File: src/rtl/seq_multiplier.sv
// rtl/seq_multiplier.sv - sequential shift-add multiplier, unsigned or two's complement
//
// Purpose: multiplies two WIDTH-bit operands in WIDTH shift-add steps plus one
// sign-fix cycle. Signed operands are reduced to magnitudes at start, and the
// product is negated in the FIX cycle when the operand signs differ.
//
// Ports:
//   clk    in   1         rising-edge clock
//   clr_n  in   1         asynchronous active-low reset
//   start  in   1         request a multiply (accepted only in IDLE)
//   sgn    in   1         0 = unsigned, 1 = two's complement (sampled with start)
//   da     in   WIDTH     multiplicand (sampled with start)
//   db     in   WIDTH     multiplier   (sampled with start)
//   busy   out  1         high while a multiply is in progress
//   done   out  1         one-cycle pulse when p takes a new result
//   p      out  2*WIDTH   product, held until the next result

module seq_multiplier #(
  parameter int WIDTH = 4
) (
  input  logic               clk,
  input  logic               clr_n,
  input  logic               start,
  input  logic               sgn,
  input  logic [WIDTH-1:0]   da,
  input  logic [WIDTH-1:0]   db,
  output logic               busy,
  output logic               done,
  output logic [2*WIDTH-1:0] p
);

  localparam int CW = $clog2(WIDTH + 1);

  typedef enum logic [1:0] {
    ST_IDLE = 2'd0,
    ST_CALC = 2'd1,
    ST_FIX  = 2'd2
  } state_t;

  state_t             r_state;
  state_t             w_next;
  logic [WIDTH-1:0]   r_mcand;
  logic [2*WIDTH-1:0] r_acc;
  logic [CW-1:0]      r_cnt;
  logic               r_neg;
  logic               r_done;
  logic [2*WIDTH-1:0] r_p;

  logic [WIDTH-1:0]   w_mag_a;
  logic [WIDTH-1:0]   w_mag_b;
  logic [WIDTH:0]     w_sum;
  logic               w_last;

  // Magnitudes fit in WIDTH unsigned bits: -2^(WIDTH-1) negates to the
  // bit pattern 2^(WIDTH-1), which is exactly its magnitude read unsigned.
  assign w_mag_a = (sgn && da[WIDTH-1]) ? ((~da) + WIDTH'(1)) : da;
  assign w_mag_b = (sgn && db[WIDTH-1]) ? ((~db) + WIDTH'(1)) : db;

  // Upper half of r_acc is the partial product, lower half starts as the
  // multiplier and is consumed LSB-first as the accumulator shifts right.
  assign w_sum  = {1'b0, r_acc[2*WIDTH-1:WIDTH]} + (r_acc[0] ? {1'b0, r_mcand} : '0);
  assign w_last = (r_cnt == CW'(WIDTH - 1));

  always_ff @(posedge clk or negedge clr_n) begin
    if (!clr_n) begin
      r_state <= ST_IDLE;
    end else begin
      r_state <= w_next;
    end
  end

  always_comb begin
    w_next = r_state;
    case (r_state)
      ST_IDLE: if (start)  w_next = ST_CALC;
      ST_CALC: if (w_last) w_next = ST_FIX;
      ST_FIX:              w_next = ST_IDLE;
      default:             w_next = ST_IDLE;
    endcase
  end

  always_ff @(posedge clk or negedge clr_n) begin
    if (!clr_n) begin
      r_mcand <= '0;
      r_acc   <= '0;
      r_cnt   <= '0;
      r_neg   <= 1'b0;
      r_done  <= 1'b0;
      r_p     <= '0;
    end else begin
      r_done <= 1'b0;
      case (r_state)
        ST_IDLE: begin
          if (start) begin
            r_mcand <= w_mag_a;
            r_acc   <= {{WIDTH{1'b0}}, w_mag_b};
            r_cnt   <= '0;
            r_neg   <= sgn & (da[WIDTH-1] ^ db[WIDTH-1]);
          end
        end
        ST_CALC: begin
          // Carry out of the add lands in the MSB after the shift.
          r_acc <= {w_sum, r_acc[WIDTH-1:1]};
          r_cnt <= r_cnt + CW'(1);
        end
        ST_FIX: begin
          // Negating a zero magnitude yields zero, so no special case needed.
          r_p    <= r_neg ? ((~r_acc) + (2*WIDTH)'(1)) : r_acc;
          r_done <= 1'b1;
        end
        default: begin
        end
      endcase
    end
  end

  assign busy = (r_state != ST_IDLE);
  assign done = r_done;
  assign p    = r_p;

endmodule
File: config.mk
export PLATFORM = sky130hd
export DESIGN_NAME = seq_multiplier
export DESIGN_NICKNAME = d
export VERILOG_FILES = /design/src/rtl/seq_multiplier.sv
export SDC_FILE = /design/constraint.sdc
export NUM_CORES = 1
export LEC_CHECK = 0
export CAP_MARGIN = 20
export CORE_MARGIN = 5
export CORE_UTILIZATION = 48
export CTS_CLUSTER_SIZE = 8
export DETAILED_ROUTE_END_ITERATION = 6
export GPL_TIMING_DRIVEN = 0
export PLACE_DENSITY = 0.73
export SYNTH_ARGS = -nofsm -noshare
export SYNTH_HDL_FRONTEND = slang
export SYNTH_SLANG_ARGS = --single-unit
File: constraint.sdc
create_clock -name clk -period 1.8 [get_ports clk]
set_clock_uncertainty 0.1 [all_clocks]
set_input_delay 0.36 -clock clk [delete_from_list [all_inputs] [get_ports clk]]
set_output_delay 0.36 -clock clk [all_outputs]
set_load 0.02 [all_outputs]
# After elaboration in Yosys (flattened, before gate mapping)

Cells that the tools add are included.

Register bits after elaboration: 27
Output and inout bits: 10

$add $sub $neg: 5
Eq/ne operators: 5
Muxes and demuxes: 12
Bitwise gates (word level): 5
Reductions and logical operators: 8

Operators with widths:

| cell                                           | number |
|---|---|
| 2-to-1 mux 8 bit                               | 2 |
| case mux 8 bit (2 select lines)                | 1 |
| 2-to-1 mux 4 bit                               | 3 |
| adder 4 x 1 -> 4 bit (second input constant)   | 2 |
| adder 8 x 1 -> 8 bit (second input constant)   | 1 |
| NOT 4 bit                                      | 2 |
| NOT 8 bit                                      | 1 |
| case mux 3 bit (2 select lines)                | 1 |
| AND reduction 2 bit                            | 3 |
| adder 4 x 4 -> 5 bit                           | 1 |
| 2-to-1 mux 2 bit                               | 2 |
| != test 2 bit (second input constant)          | 2 |
| case mux 2 bit (2 select lines)                | 1 |
| nonzero test 2 bit                             | 2 |
| adder 3 x 1 -> 3 bit (second input constant)   | 1 |
| == test 3 x 2 -> 1 bit (second input constant) | 1 |
| 2-to-1 mux 3 bit                               | 1 |
| == test 2 x 1 -> 1 bit (second input constant) | 1 |
| == test 2 bit (second input constant)          | 1 |
| logical AND 1 bit                              | 2 |
| zero test 2 bit                                | 1 |
| AND 1 bit                                      | 1 |
| 2-to-1 mux 1 bit                               | 1 |
| XOR 1 bit                                      | 1 |

# Depth between registers and ports, before layout

Depth after elaboration: 5
Depth in mapped cells: 7

# Worst setup path before layout

No wires, ideal clock.

Path type: flip-flop to flip-flop
From: register r_acc[4]
To: register r_p[7] (netlist: p[7])
Data arrival time: 1.378 ns
Setup slack: 0.195 ns
Cell stages (with the launch flop): 5
Path buffers: 0
Period minus slack after synthesis: 1.605 ns
Path through: dfrtp_1 > or4_4 > o31ai_4 > xor2_1 > o21ai_1

Cells in the longest elaborated chain, start to end: 3

Ends and longest elaborated chain:

| item                     | line | text |
|---|---|---|
| start: declaration       | 43   | `logic [2*WIDTH-1:0] r_acc;` |
| start signal: assignment | 96   | `r_acc <= {{WIDTH{1'b0}}, w_mag_b};` |
| start signal: assignment | 103  | `r_acc <= {w_sum, r_acc[WIDTH-1:1]};` |
| NOT 8 bit                | 108  | `r_p <= r_neg ? ((~r_acc) + (2*WIDTH)'(1)) : r_acc;` |
| adder 8 x 1 -> 8 bit     | 108  |  |
| 2-to-1 mux 8 bit         | 108  |  |
| end signal: assignment   | 108  |  |
| end: declaration         | 47   | `logic [2*WIDTH-1:0] r_p;` |

No other way between the ends.
A chain may end at the register's enable or synchronous reset.

# Final worst setup path

From: register r_done (netlist: done)
To: output done

RTL lines:

| item                     | line | text |
|---|---|---|
| start: declaration       | 46   | `logic r_done;` |
| start signal: assignment | 88   | `r_done <= 1'b0;` |
| start signal: assignment | 91   | `r_done <= 1'b0;` |
| start signal: assignment | 109  | `r_done <= 1'b1;` |
| end: declaration         | 28   | `output logic done,` |

No word-level cell between the ends.

==> flow_metrics.env <==
export IMPL_tritoncts="yes"
export IMPL_critPathTopFamily="buffers and inverters"
export IMPL_clock_latency_ns=0.32
export IMPL_cts_path_max_buffers=2
export IMPL_drt_iter0_drc=24
export IMPL_root_buffer="clkbuf_4"
export IMPL_yosysSeqAreaShare_pct=46.51
export IMPL_synth_simple_area_share_pct=15.76
export IMPL_path_buf_inv=1
export IMPL_dieWidth_um=65.01
export IMPL_dpl_cell_area_um2=1719
export IMPL_synth_area_leader_cell="dfrtp_1"
export IMPL_synth_seq_cells=27
export IMPL_syn_instance_count=152
export IMPL_mostFrequentLayoutCell="dfrtp_1"
export IMPL_hold_violations=0
export IMPL_cts_buffers=3
export IMPL_grt_start_max_net_pins=15
export IMPL_post_cts_buffers=0
export IMPL_grt_pass1_vias=1181
export IMPL_status="complete, no violations"
export IMPL_crit_chain="clkdlybuf4s50_1"
export IMPL_p_leak_nw=0.9061
export IMPL_critPathCaptureType="output port"
export IMPL_cpPeakStageDelay_ns=0.59
export IMPL_critPathRequiredTime_ns=1.34
export IMPL_setup_ws_ns=0.07299
export IMPL_start_util_pct=48.78
export IMPL_clock_fmax_mhz=579.0
export IMPL_vias=1117
export IMPL_synth_distinct_cells=30
export IMPL_path_clk_slew_ns=0.14
export IMPL_fillCellCount=260
export IMPL_path_class="reg -> out"
export IMPL_yosys_area_top_type_share_pct=46.51
export IMPL_synthesis_nets=174
export IMPL_synth_mux_area_share_pct=2.067
export IMPL_slowest_stage="clkdlybuf4s50_1"
export IMPL_portBuffers=21
export IMPL_dp_hpwl_um=2260
export IMPL_antenna_left=0
export IMPL_place_congestion=0.8271
export IMPL_htreeDepth=1
export IMPL_finalWirelength_um=2874
export IMPL_areaGrowthSynthToFinish_pct=23.08
export IMPL_relSlewSlack_pct=57.37
export IMPL_irDropWorstVdd_mv=0.5746
export IMPL_dieArea_um2=4226
export IMPL_place_ws_ns=-0.2306
export IMPL_first_pass_iters=4
export IMPL_power_density_nw_per_um2=1637
export IMPL_hold_path_class="in -> async"
export IMPL_synth_fa_ha_area_share_pct=9.130
export IMPL_synth_xor_area_share_pct=6.632
export IMPL_report_final_slew_viol_count=0
export IMPL_diodes=0
export IMPL_rsz0062_at_grt="yes"
export IMPL_cp_start_kind="register"
export IMPL_synth_top_family_by_area="simple AND/OR/NAND/NOR gates"
export IMPL_period_share_pct=95.95
export IMPL_finalCriticalPeriod_ns=1.727
export IMPL_core_area_um2=2978
export IMPL_finalInstanceArea_um2=1788
export IMPL_post_synth_cell_area_avg_um2=9.557
export IMPL_worstPathMaxFanout=1
export IMPL_setup_viol=0
export IMPL_die_h_um=65.01
export IMPL_avgRoutedWirePerCell_um=13.62
export IMPL_antenna_found_initial=0
export IMPL_fp_row_count=20
export IMPL_synth_compound_area_share_pct=15.50
export IMPL_overflow=0
export IMPL_layout_common_cells="24 x dfrtp_1, 23 x nand2_1, 21 x o21ai_1, 12 x inv_1, 12 x clkdlybuf4s50_1"
export IMPL_grt_first_pass_wirelength_um=4940
export IMPL_num_io_pins=22
export IMPL_synth_warnings=0
export IMPL_netlist_area_um2=1453
export IMPL_route_detailed_drc=0
export IMPL_final_nets=201
export IMPL_cap_violations=0
export IMPL_cp_arrival_ns=1.27
export IMPL_synthTopCellsByArea="dfrtp_1 47%, ha_1 7.8%, o21ai_1 7.2%"
export IMPL_drive_gt1_share_pct=9.551
export IMPL_via_per_inst=5.294
export IMPL_grtUsageTotal_pct=14.74
export IMPL_tightest_slew_ns=0.6375
export IMPL_clock_sinks=27
## synth_stat cells (all sizes together)
| cell | number |
|---|---|
| xnor2 | 5 |
| a21o | 1 |
| o31ai | 3 |
| and2 | 4 |
| or4 | 1 |
| nor2 | 6 |
| or2 | 1 |
| o31a | 1 |
| a21oi | 4 |
| inv | 13 |
| buf | 1 |
| o41ai | 1 |
| nand2 | 24 |
| nand3 | 6 |
| clkbuf | 3 |
| o221ai | 1 |
| o21ai | 22 |
| a32oi | 1 |
| nand2b | 2 |
| xor2 | 6 |
| nor2b | 3 |
| mux2i | 3 |
| fa | 1 |
| ha | 9 |
| dfrtp | 27 |
| a22oi | 2 |
| nor3b | 1 |
## final cells by class
cell class | count | area (um2) | area share (%)
sequential | 27 | 679.4 | 38.00
inverter | 13 | 48.80 | 2.729
multi-input combinational | 108 | 732.0 | 40.94
buffer | 4 | 15.01 | 0.8398
tap | 33 | 41.29 | 2.309
clock buffer | 4 | 26.28 | 1.470
timing repair buffer | 22 | 245.2 | 13.72
## cells by family (layout without fill, tap and decap cells)
logic type | count (synthesis) | in the layout
multiplexers | 3 | 3
buffers and inverters | 17 | 43
XOR/XNOR | 11 | 11
flip-flops | 27 | 27
AND/OR/NAND/NOR | 48 | 48
AO/OA/AOI/OAI | 36 | 36
adder cells (fa/ha/maj) | 10 | 10
## flip-flops by register name (all words and copies together), names as in the netlist
| name | cells |
|---|---|
| p | 8 |
| r_mcand | 4 |
| r_acc | 8 |
| r_neg | 1 |
| r_cnt | 3 |
| r_state | 2 |
| done | 1 |
## worst paths after layout
check                           start         end  slack [ns]  cells past startpoint
max in group asynchronous       clr_n  r_state[1]        0.76                      2
hold reg to reg            r_mcand[3]  r_mcand[3]        0.39                      2
setup / recovery                 done        done        0.07                      1
min in group clk           r_mcand[3]  r_mcand[3]        0.39                      2
setup reg to reg             r_acc[4]        p[7]        0.07                      4
hold / removal                  clr_n        p[3]        0.31                      1
## power breakdown
group,switching (mW),internal [mW]
Combinational,0.840,0.682
Sequential,0.246,0.894
Clock,0.178,0.0869
Total,1.26,1.66
## timing repair
action / in CTS / in global routing
pin swaps: 0 / 1
cloned: 0 / 0
endpoints found under the setup margin: 1 / 14
hold buffers: 0 / 0
resized for setup: 1 / 18
## routing by layer
| layer | wire length, um | vias up | part of all wire, % | GRT usage [%] |
|---|---|---|---|---|
| met4 | 30 | 0 | 1.0 | 4.663 |
| li1 | - | 564 | - | - |
| met1 | 1278 | 526 | 44 | 17.49 |
| met5 | 0 | - | 0 | 0 |
| met2 | 1461 | 22 | 51 | 26.82 |
| met3 | 103 | 5 | 3.6 | 2.600 |
## through the flow
step | utilization, % | std cells | hold WS, ns | setup TNS (ns) | total power, mW
global placement | 57.23 | 206 | 0.3549 | -3.010 | 2.591
CTS | 58.57 | 211 | 0.3309 | 0 | 2.921
finish | 60.04 | 211 | 0.3077 | 0 | 2.927
global route | 60.04 | 211 | 0.3602 | -0.05317 | 3.217
floorplan | - | 152 | -0.03559 | 0 | 2.155
detailed placement | 57.73 | 207 | 0.3668 | -0.9797 | 2.666
Note: power is estimated with default switching activity, not from simulation.
